## config.mk

```make
export PLATFORM = sky130hd
export DESIGN_NAME = fb_swap_ctrl_flat
export DESIGN_NICKNAME = d
export VERILOG_FILES = /design/src/rtl/fb_swap_ctrl_if.sv /design/src/rtl/fb_swap_ctrl.sv /design/src/flat_wrapper.sv
export SDC_FILE = /design/constraint.sdc
export NUM_CORES = 1
export LEC_CHECK = 0
export ABC_AREA = 0
export CORE_MARGIN = 1.5
export CORE_UTILIZATION = 30
export DETAILED_ROUTE_END_ITERATION = 8
export GPL_ROUTABILITY_DRIVEN = 0
export PLACE_DENSITY = 0.54
export RECOVER_POWER = 50
export REMOVE_ABC_BUFFERS = 1
export SLEW_MARGIN = 20
export SYNTH_ARGS = -nofsm -noshare
export SYNTH_HDL_FRONTEND = slang
export SYNTH_SLANG_ARGS = --single-unit
```

## constraint.sdc

```tcl
create_clock -name clk -period 3.9 [get_ports clk]
set_input_delay 0.78 -clock clk [delete_from_list [all_inputs] [get_ports clk]]
set_output_delay 0.78 -clock clk [all_outputs]
set_load 0.1 [all_outputs]
```

## src/rtl/fb_swap_ctrl_if.sv

```systemverilog
// Renderer, scan-out and RAM-port signals of the framebuffer swap controller.
// slave = controller side, master = renderer / video timing / RAM side.
interface fb_swap_ctrl_if;
    logic [7:0]  pix_h;
    logic [7:0]  pix_v;
    logic [2:0]  pix_r;
    logic [2:0]  pix_g;
    logic [1:0]  pix_b;
    logic        pix_we;
    logic        frame_done;
    logic        render_hold;
    logic        ce_pix;
    logic [7:0]  scan_h;
    logic [7:0]  scan_v;
    logic        scan_active;
    logic        vid_vs;
    logic [16:0] fb_addr;
    logic [7:0]  fb_din;
    logic        fb_we;
    logic [7:0]  fb_dout;
    logic [2:0]  vid_r;
    logic [2:0]  vid_g;
    logic [1:0]  vid_b;
    logic        disp_buf;
    logic        overflow;

    modport slave (
        input  pix_h, pix_v, pix_r, pix_g, pix_b, pix_we, frame_done,
        input  ce_pix, scan_h, scan_v, scan_active, vid_vs, fb_dout,
        output render_hold, fb_addr, fb_din, fb_we,
        output vid_r, vid_g, vid_b, disp_buf, overflow
    );

    modport master (
        output pix_h, pix_v, pix_r, pix_g, pix_b, pix_we, frame_done,
        output ce_pix, scan_h, scan_v, scan_active, vid_vs, fb_dout,
        input  render_hold, fb_addr, fb_din, fb_we,
        input  vid_r, vid_g, vid_b, disp_buf, overflow
    );
endinterface

```

## src/rtl/fb_swap_ctrl.sv

```systemverilog
// Double-buffered framebuffer controller: queues renderer writes into the back buffer,
// serves scan-out reads from the front buffer, and swaps buffers in vblank.
module fb_swap_ctrl #(
    parameter int FIFO_DEPTH = 4
) (
    input  logic          clk,
    input  logic          reset,
    fb_swap_ctrl_if.slave bus
);
    localparam int PW = (FIFO_DEPTH > 1) ? $clog2(FIFO_DEPTH) : 1;

    typedef enum logic [1:0] {
        S_RENDER,
        S_PENDING,
        S_SWAP,
        S_RELEASE
    } state_t;

    logic [23:0]   r_mem [FIFO_DEPTH];
    logic [PW-1:0] r_wptr;
    logic [PW-1:0] r_rptr;
    logic [PW:0]   r_count;
    logic          r_overflow;
    logic          w_empty;
    logic          w_full;
    logic          w_pop;
    logic          w_push;
    logic [23:0]   w_head;
    logic [23:0]   w_entry;

    logic [16:0]   r_fb_addr;
    logic [7:0]    r_fb_din;
    logic          r_fb_we;
    logic [2:1]    r_vld_pipe;
    logic [2:1]    r_act_pipe;
    logic [7:0]    r_vid;

    state_t        r_state;
    logic          r_hold;
    logic          r_disp_buf;

    assign w_entry = {bus.pix_v, bus.pix_h, bus.pix_r, bus.pix_g, bus.pix_b};
    assign w_empty = (r_count == '0);
    assign w_full  = (r_count == (PW+1)'(FIFO_DEPTH));
    // Scan-out owns the RAM port on ce_pix cycles; the queue only drains in the gaps.
    assign w_pop   = !bus.ce_pix && !w_empty;
    assign w_push  = bus.pix_we && (!w_full || w_pop);
    assign w_head  = r_mem[r_rptr];

    always_ff @(posedge clk) begin
        if (w_push)
            r_mem[r_wptr] <= w_entry;
    end

    always_ff @(posedge clk) begin
        if (reset) begin
            r_wptr     <= '0;
            r_rptr     <= '0;
            r_count    <= '0;
            r_overflow <= 1'b0;
        end else begin
            if (w_push)
                r_wptr <= r_wptr + 1'b1;
            if (w_pop)
                r_rptr <= r_rptr + 1'b1;
            r_count <= r_count + (PW+1)'(w_push) - (PW+1)'(w_pop);
            if (bus.pix_we && !w_push)
                r_overflow <= 1'b1;
        end
    end

    always_ff @(posedge clk) begin
        if (reset) begin
            r_fb_addr <= '0;
            r_fb_din  <= '0;
            r_fb_we   <= 1'b0;
        end else if (bus.ce_pix) begin
            r_fb_addr <= {r_disp_buf, bus.scan_v, bus.scan_h};
            r_fb_we   <= 1'b0;
        end else if (w_pop) begin
            // Uses the pre-toggle buffer index even on the swap edge.
            r_fb_addr <= {~r_disp_buf, w_head[23:16], w_head[15:8]};
            r_fb_din  <= w_head[7:0];
            r_fb_we   <= 1'b1;
        end else begin
            r_fb_we   <= 1'b0;
        end
    end

    // Read data is valid two edges after ce_pix: address register, then RAM.
    always_ff @(posedge clk) begin
        if (reset) begin
            r_vld_pipe <= '0;
            r_act_pipe <= '0;
            r_vid      <= '0;
        end else begin
            r_vld_pipe <= {r_vld_pipe[1], bus.ce_pix};
            r_act_pipe <= {r_act_pipe[1], bus.scan_active};
            if (r_vld_pipe[2])
                r_vid <= r_act_pipe[2] ? bus.fb_dout : 8'h00;
        end
    end

    always_ff @(posedge clk) begin
        if (reset) begin
            r_state    <= S_RENDER;
            r_hold     <= 1'b0;
            r_disp_buf <= 1'b0;
        end else begin
            case (r_state)
                S_RENDER: begin
                    if (bus.frame_done) begin
                        r_state <= S_PENDING;
                        r_hold  <= 1'b1;
                    end
                end
                S_PENDING: begin
                    // A push this cycle would land after the swap, so wait it out.
                    if (bus.vid_vs && w_empty && !bus.pix_we) begin
                        r_state    <= S_SWAP;
                        r_disp_buf <= ~r_disp_buf;
                    end
                end
                S_SWAP: begin
                    r_state <= S_RELEASE;
                    r_hold  <= 1'b0;
                end
                default: begin
                    r_state <= S_RENDER;
                    r_hold  <= 1'b0;
                end
            endcase
        end
    end

    assign bus.fb_addr     = r_fb_addr;
    assign bus.fb_din      = r_fb_din;
    assign bus.fb_we       = r_fb_we;
    assign bus.vid_r       = r_vid[7:5];
    assign bus.vid_g       = r_vid[4:2];
    assign bus.vid_b       = r_vid[1:0];
    assign bus.disp_buf    = r_disp_buf;
    assign bus.overflow    = r_overflow;
    assign bus.render_hold = r_hold;
endmodule

```

## src/flat_wrapper.sv

```systemverilog
// flat-port wrapper written by rule: the top's interface ports become plain ports
module fb_swap_ctrl_flat 
#(
    parameter int FIFO_DEPTH = 4
)
  (clk, reset, bus_pix_h, bus_pix_v, bus_pix_r, bus_pix_g, bus_pix_b, bus_pix_we, bus_frame_done, bus_ce_pix, bus_scan_h, bus_scan_v, bus_scan_active, bus_vid_vs, bus_fb_dout, bus_render_hold, bus_fb_addr, bus_fb_din, bus_fb_we, bus_vid_r, bus_vid_g, bus_vid_b, bus_disp_buf, bus_overflow);
  fb_swap_ctrl_if bus_i ();
  input  logic clk;
  input  logic reset;
  input wire logic [$bits(bus_i.pix_h)-1:0] bus_pix_h;
  input wire logic [$bits(bus_i.pix_v)-1:0] bus_pix_v;
  input wire logic [$bits(bus_i.pix_r)-1:0] bus_pix_r;
  input wire logic [$bits(bus_i.pix_g)-1:0] bus_pix_g;
  input wire logic [$bits(bus_i.pix_b)-1:0] bus_pix_b;
  input wire logic [$bits(bus_i.pix_we)-1:0] bus_pix_we;
  input wire logic [$bits(bus_i.frame_done)-1:0] bus_frame_done;
  input wire logic [$bits(bus_i.ce_pix)-1:0] bus_ce_pix;
  input wire logic [$bits(bus_i.scan_h)-1:0] bus_scan_h;
  input wire logic [$bits(bus_i.scan_v)-1:0] bus_scan_v;
  input wire logic [$bits(bus_i.scan_active)-1:0] bus_scan_active;
  input wire logic [$bits(bus_i.vid_vs)-1:0] bus_vid_vs;
  input wire logic [$bits(bus_i.fb_dout)-1:0] bus_fb_dout;
  output wire logic [$bits(bus_i.render_hold)-1:0] bus_render_hold;
  output wire logic [$bits(bus_i.fb_addr)-1:0] bus_fb_addr;
  output wire logic [$bits(bus_i.fb_din)-1:0] bus_fb_din;
  output wire logic [$bits(bus_i.fb_we)-1:0] bus_fb_we;
  output wire logic [$bits(bus_i.vid_r)-1:0] bus_vid_r;
  output wire logic [$bits(bus_i.vid_g)-1:0] bus_vid_g;
  output wire logic [$bits(bus_i.vid_b)-1:0] bus_vid_b;
  output wire logic [$bits(bus_i.disp_buf)-1:0] bus_disp_buf;
  output wire logic [$bits(bus_i.overflow)-1:0] bus_overflow;
  assign bus_i.pix_h = bus_pix_h;
  assign bus_i.pix_v = bus_pix_v;
  assign bus_i.pix_r = bus_pix_r;
  assign bus_i.pix_g = bus_pix_g;
  assign bus_i.pix_b = bus_pix_b;
  assign bus_i.pix_we = bus_pix_we;
  assign bus_i.frame_done = bus_frame_done;
  assign bus_i.ce_pix = bus_ce_pix;
  assign bus_i.scan_h = bus_scan_h;
  assign bus_i.scan_v = bus_scan_v;
  assign bus_i.scan_active = bus_scan_active;
  assign bus_i.vid_vs = bus_vid_vs;
  assign bus_i.fb_dout = bus_fb_dout;
  assign bus_render_hold = bus_i.render_hold;
  assign bus_fb_addr = bus_i.fb_addr;
  assign bus_fb_din = bus_i.fb_din;
  assign bus_fb_we = bus_i.fb_we;
  assign bus_vid_r = bus_i.vid_r;
  assign bus_vid_g = bus_i.vid_g;
  assign bus_vid_b = bus_i.vid_b;
  assign bus_disp_buf = bus_i.disp_buf;
  assign bus_overflow = bus_i.overflow;
  fb_swap_ctrl #(.FIFO_DEPTH(FIFO_DEPTH)) u_core (.clk(clk), .reset(reset), .bus(bus_i));
endmodule
```

**After elaboration in Yosys (flattened, before gate mapping)**

Memory sizes are Yosys's and may differ from the RTL's. A register that Yosys moved wholly into a read port is not among the register bits.
Index checks and enable logic that the tools add are counted.

- Register bits: 50
- Memory bits (writable): 96
- Output and inout port bits: 37
- Logic and storage cells: 58
- Memories: 1

Memories:

| name | depth | width | read ports | clocked after Yosys merged registers in | write ports | RTL line | RTL |
|---|---|---|---|---|---|---|---|
| u_core.r_mem | 4 | 24 | 1 | 1 | 1 | fb_swap_ctrl.sv:19 | `logic [23:0] r_mem [FIFO_DEPTH];` |

- $add $sub $neg: 4
- Equality and inequality tests: 5
- Mux-type cells: 13
- Bitwise logic cells: 3
- Reductions and logical operators: 19

Operators by type and width:

| kind | number |
|---|---|
| $mux W17 | 2 |
| $mux W2 | 4 |
| $mux W8 | 1 |
| $reduce_and A2 Y1 | 4 |
| $pmux W2 S3 | 1 |
| $logic_and A1 B1 Y1 | 5 |
| $logic_not A1 Y1 | 5 |
| $add A2 B1 Y2 const B | 2 |
| $mux W1 | 4 |
| $add A3 B1 Y3 | 1 |
| $eq A3 B3 Y1 const B | 1 |
| $logic_not A3 Y1 | 1 |
| $not A1 Y1 | 3 |
| $sub A3 B1 Y3 | 1 |
| $eq A2 B1 Y1 const B | 1 |
| $eq A2 B2 Y1 const B | 1 |
| $logic_not A2 Y1 | 1 |
| $ne A2 B1 Y1 const B | 1 |
| $ne A2 B2 Y1 const B | 1 |
| $pmux W1 S2 | 1 |
| $reduce_bool A2 Y1 | 1 |
| $reduce_or A2 Y1 | 1 |
| $logic_or A1 B1 Y1 | 1 |

**Longest topological paths before layout**

- Depth after elaboration: 7
- Depth in mapped cells: 11
- Gate-level depth less buffers: 10

**Worst setup path after synthesis**

No wires, ideal clock.

- Kind: input-to-reg
- Start point: in bus_ce_pix
- End point: reg u_core.r_count[2]
- Setup time: 0.078 ns
- Arrival time: 2.546 ns
- Setup slack: 1.276 ns
- Stages on the path: 11
- Path through: buf_2 > clkbuf_1 > nor2_1 > ha_1 > inv_1 > ha_1 > inv_1 > fa_1 > xor2_1 > and2_1 > nor3_1

- Cells in the longest elaborated chain, start to end: 6

RTL lines:

| item | RTL line | RTL |
|---|---|---|
| from (decl) | flat_wrapper.sv:17 | `input wire logic [$bits(bus_i.ce_pix)-1:0] bus_ce_pix;` |
| $logic_not A1 Y1 * | fb_swap_ctrl.sv:46 | `assign w_pop = !bus.ce_pix && !w_empty;` |
| $logic_and A1 B1 Y1 * | fb_swap_ctrl.sv:46 |  |
| named net u_core.w_pop | fb_swap_ctrl.sv:26 | `logic w_pop;` |
| $logic_or A1 B1 Y1 | fb_swap_ctrl.sv:47 | `assign w_push = bus.pix_we && (!w_full \|\| w_pop);` |
| $logic_and A1 B1 Y1 | fb_swap_ctrl.sv:47 |  |
| $add A3 B1 Y3 | fb_swap_ctrl.sv:66 | `r_count <= r_count + (PW+1)'(w_push) - (PW+1)'(w_pop);` |
| $sub A3 B1 Y3 * | fb_swap_ctrl.sv:66 |  |
| to (signal assigned) | fb_swap_ctrl.sv:66 |  |
| to (decl) | fb_swap_ctrl.sv:22 | `logic [PW:0] r_count;` |

The timed path passes the listed nets; every way through them passes the cells marked *.
A chain may end at the register's enable or synchronous reset.

**Worst setup path after layout**

- Start point: in bus_ce_pix
- End point: mem u_core.r_mem[0][3] (enable)

- Cells in the longest elaborated chain, start to end: 6

RTL lines:

| item | RTL line | RTL |
|---|---|---|
| $logic_not A1 Y1 | fb_swap_ctrl.sv:46 |  |
| $logic_and A1 B1 Y1 | fb_swap_ctrl.sv:46 |  |
| $logic_or A1 B1 Y1 | fb_swap_ctrl.sv:47 |  |
| $logic_and A1 B1 Y1 | fb_swap_ctrl.sv:47 |  |
| $mux W1 | fb_swap_ctrl.sv:51 | `if (w_push)` |
| $mux W1 (implied by the code) | fb_swap_ctrl.sv:52 | `r_mem[r_wptr] <= w_entry;` |
| to (decl) | fb_swap_ctrl.sv:19 |  |

No other way between the ends.

==> impl_metrics.env <==
export IMPL_status="finished with violations"
export IMPL_violations="capacitance limit, slew limit"
export IMPL_critical_path_startpoint_type="input pin"
export IMPL_dieArea_um2=19880
export IMPL_initial_utilization_pct=30.54
export IMPL_grt_pass1_vias=3664
export IMPL_cts_hold_buf=0
export IMPL_cts_root_buffer="clkbuf_16"
export IMPL_rsz0062_at_grt="no"
export IMPL_overflow=0
export IMPL_ir_worst_vdd_v=0.0003202
export IMPL_postCtsSetupBuffers=0
export IMPL_tightest_slew_ns=1.650
export IMPL_vias=3559
export IMPL_synth_compound_area_share_pct=9.636
export IMPL_drtPass1Iterations=6
export IMPL_grt_max_degree=41
export IMPL_crit_type="in -> reg"
export IMPL_critical_path_top_delay_family="buffers and inverters"
export IMPL_synth_top_family_by_area="multiplexers"
export IMPL_die_x_um=141.0
export IMPL_setup_viol=0
export IMPL_async_flop_share_pct=0
export IMPL_cts_sinks=148
export IMPL_fin_crit_sh_pct=77.57
export IMPL_fin_crit_ns=3.025
export IMPL_portBuffers=91
export IMPL_antenna_found_initial=2
export IMPL_cts_tree="done"
export IMPL_h_tree_depth=4
export IMPL_grt_pass1_wl_mm=19.88
export IMPL_fin_area_um2=7448
export IMPL_wl_per_cell_um=17.41
export IMPL_routed_wl_mm=12.80
export IMPL_postRouteAntennaNets=0
export IMPL_min_path_cells=1
export IMPL_critPathMaxStageDelay_ns=1.18
export IMPL_drc_errors=0
export IMPL_synthToLayoutAreaGrowth_pct=30.38
export IMPL_yosys_most_used_dff="edfxtp_1"
export IMPL_cts_inserted_buffers=17
export IMPL_dp_cells=702
export IMPL_ys_ff_latch=148
export IMPL_critPathSlowestCell="clkbuf_1"
export IMPL_filler_cell_count=1751
export IMPL_via_per_inst=4.842
export IMPL_drive_gt1_share_pct=16.20
export IMPL_place_hpwl_mm=7.772
export IMPL_powerDensity_nw_per_um2=673.9
export IMPL_core_um2=18710
export IMPL_placed_area_um2=6852
export IMPL_hold_viol_final=0
export IMPL_end_kind="flip-flop"
export IMPL_grt_usage_pct=13.45
export IMPL_path_cells="dlygate4sd3_1, or4bb_1, and3_1, clkbuf_1"
export IMPL_synth_adder_area_share_pct=2.541
export IMPL_syn_inst=394
export IMPL_dr_first_iter_drc_count=254
export IMPL_nets=553
export IMPL_ys_types=38
export IMPL_pre_cts_ws_ns=1.053
export IMPL_cts_buffer_depth=2
export IMPL_final_setup_tns_ns=0
export IMPL_avgSynthCellArea_um2=14.50
export IMPL_cts_resized=0
export IMPL_relSlewSlack_pct=-9.999
export IMPL_cp_required_ns=3.91
export IMPL_power_leakage_nw=2.547
export IMPL_clk_latency_ns=0.42
export IMPL_ys_seq_area_share_pct=68.68
export IMPL_setup_slack_ns=0.8750
export IMPL_yosys_area_share_simple_pct=5.935
export IMPL_cap_violations=2
export IMPL_timing_final_max_slew_violations=61
export IMPL_worst_path_max_fanout=24
export IMPL_path_clk_slew_ns=0.06
export IMPL_fp_dieH_um=141.0
export IMPL_synth_area_um2=5713
export IMPL_synth_xor_area_share_pct=0.1533
export IMPL_fin_worst_skew_ns=0.004837
export IMPL_synth_area_mux_share_pct=9.812
export IMPL_crit_arrival_ns=3.04
export IMPL_finalNonFillerCells=735
export IMPL_hp_class="reg -> reg"
export IMPL_path_buf_inv=2
export IMPL_row_count=50
export IMPL_worst_path_stages=4
export IMPL_pin_count=92
export IMPL_yosysWarnings=0
export IMPL_max_freq_mhz=330.6
export IMPL_rr_worst_depth=3
export IMPL_synth_edf_count=96
## layer usage
metal	GRT usage (%)	vias up	wire, um
li1	-	1691	-
met1	16.38	1716	5379
met2	22.56	137	6385
met3	4.076	13	918
met4	4.879	2	108
met5	0	-	7
## cells by family (layout without fill, tap and decap cells)
logic type	Yosys count	in the layout
AO/OA/AOI/OAI	90	90
XOR/XNOR	1	1
buffers and inverters	39	145
AND/OR/NAND/NOR	63	63
adder cells (fa/ha/maj)	11	11
multiplexers	42	42
other	0	1
flip-flops	148	148
## sequential cells by signal, indices dropped and copies added, names as in the netlist, named ones only
name	count
u_core.bus.fb_din	8
u_core.r_vid	8
u_core.bus.disp_buf	1
u_core.r_rptr	2
u_core.r_act_pipe	2
u_core.bus.fb_we	1
u_core.bus.render_hold	1
u_core.bus.fb_addr	17
u_core.r_count	3
u_core.r_state	2
u_core.r_wptr	2
u_core.r_mem	96
u_core.r_vld_pipe	2
u_core.bus.overflow	1
## cells in the mapped netlist, types with 2 or more instances
cell | n | area share (%)
dfxtp_1 | 52 | 18
edfxtp_1 | 96 | 50
mux2_2 | 32 | 6.3
nor2_1 | 16 | 1.1
inv_1 | 13 | 0.85
and2_1 | 2 | 0.22
or3_1 | 4 | 0.44
nand2_1 | 4 | 0.26
buf_6 | 3 | 0.59
ha_1 | 10 | 2.2
clkbuf_1 | 11 | 0.72
nor3_1 | 3 | 0.26
a21oi_1 | 39 | 3.4
a222oi_1 | 16 | 2.8
and3_1 | 4 | 0.44
nand3_1 | 12 | 1.1
mux2i_1 | 2 | 0.35
buf_2 | 9 | 0.79
o21ai_0 | 15 | 1.3
mux4_2 | 8 | 3.2
nor2b_1 | 13 | 1.4
o21ai_1 | 14 | 1.2
## cells in the final DEF (no fill, tap or decap), types with 2 or more instances in the layout
cell type        Yosys  final
buf_4                1      7
and2_1               2      2
inv_1               13     13
bufinv_16            0      3
mux2i_1              2      2
mux4_2               8      8
ha_1                10     10
clkinvlp_4           0      3
clkdlybuf4s50_1      0     65
clkinv_2             0      2
nand3_1             12     12
edfxtp_1            96     96
and3_1               4      4
nand2_1              4      4
o21ai_0             15     15
clkbuf_1            11      3
inv_6                0      2
nor3_1               3      3
clkbuf_16            0     17
nor2_1              16     16
clkinv_1             0      2
a21oi_1             39     39
or3_1                4      4
a222oi_1            16     16
dfxtp_1             52     51
mux2_2              32     32
nor2b_1             13     12
o21ai_1             14     14
dlygate4sd3_1        0     26
## stage by stage
| stage | util [%] | power [mW] | hold WS [ns] |
|---|---|---|---|
| 2_1_floorplan | - | 3.002 | 0.4138 |
| 3_3_place_gp | 36.63 | 3.405 | 0.4236 |
| 3_5_place_dp | 36.63 | 3.426 | 0.4306 |
| 4_1_cts | 39.83 | 5.091 | 0.4439 |
| 5_1_grt | 39.82 | 5.241 | 0.4640 |
| 6_report | 39.82 | 5.019 | 0.4395 |
## worst paths after layout
path | start | end | slack [ns]
worst min register to register | u_core.r_vld_pipe[1] | u_core.r_vld_pipe[2] | 0.44
worst max register to register | u_core.r_count[1] | u_core.r_mem[0][3] | 1.37
worst max-delay path | bus_ce_pix | u_core.r_mem[0][3] | 0.87
worst min-delay path | u_core.r_vld_pipe[1] | u_core.r_vld_pipe[2] | 0.44
## final cells by class
class	instances	area, um2	area share, %
Clock inverter	13	156.4	2.100
Multi-Input combinational cell	207	1607	21.57
Inverter	13	48.80	0.6551
Clock buffer	19	442.9	5.947
Antenna cell	1	2.502	0.03360
Sequential cell	148	3928	52.73
Tap cell	234	292.8	3.931
Timing Repair Buffer	100	970.9	13.04
## worst reg2reg max path: stages, from the launching register on
cell and delay [ns]:
dfxtp_1 0.49, or4bb_1 0.27, and3_1 0.17, clkbuf_1 1.18
## report_power, final
part           total, mW  internal, mW  switching, mW
Sequential          2.00          1.86          0.145
Combinational       1.37         0.455          0.914
Clock               1.65          1.02          0.630
Total               5.02          3.33           1.69
No activity file was read; power rests on OpenSTA's default activity.
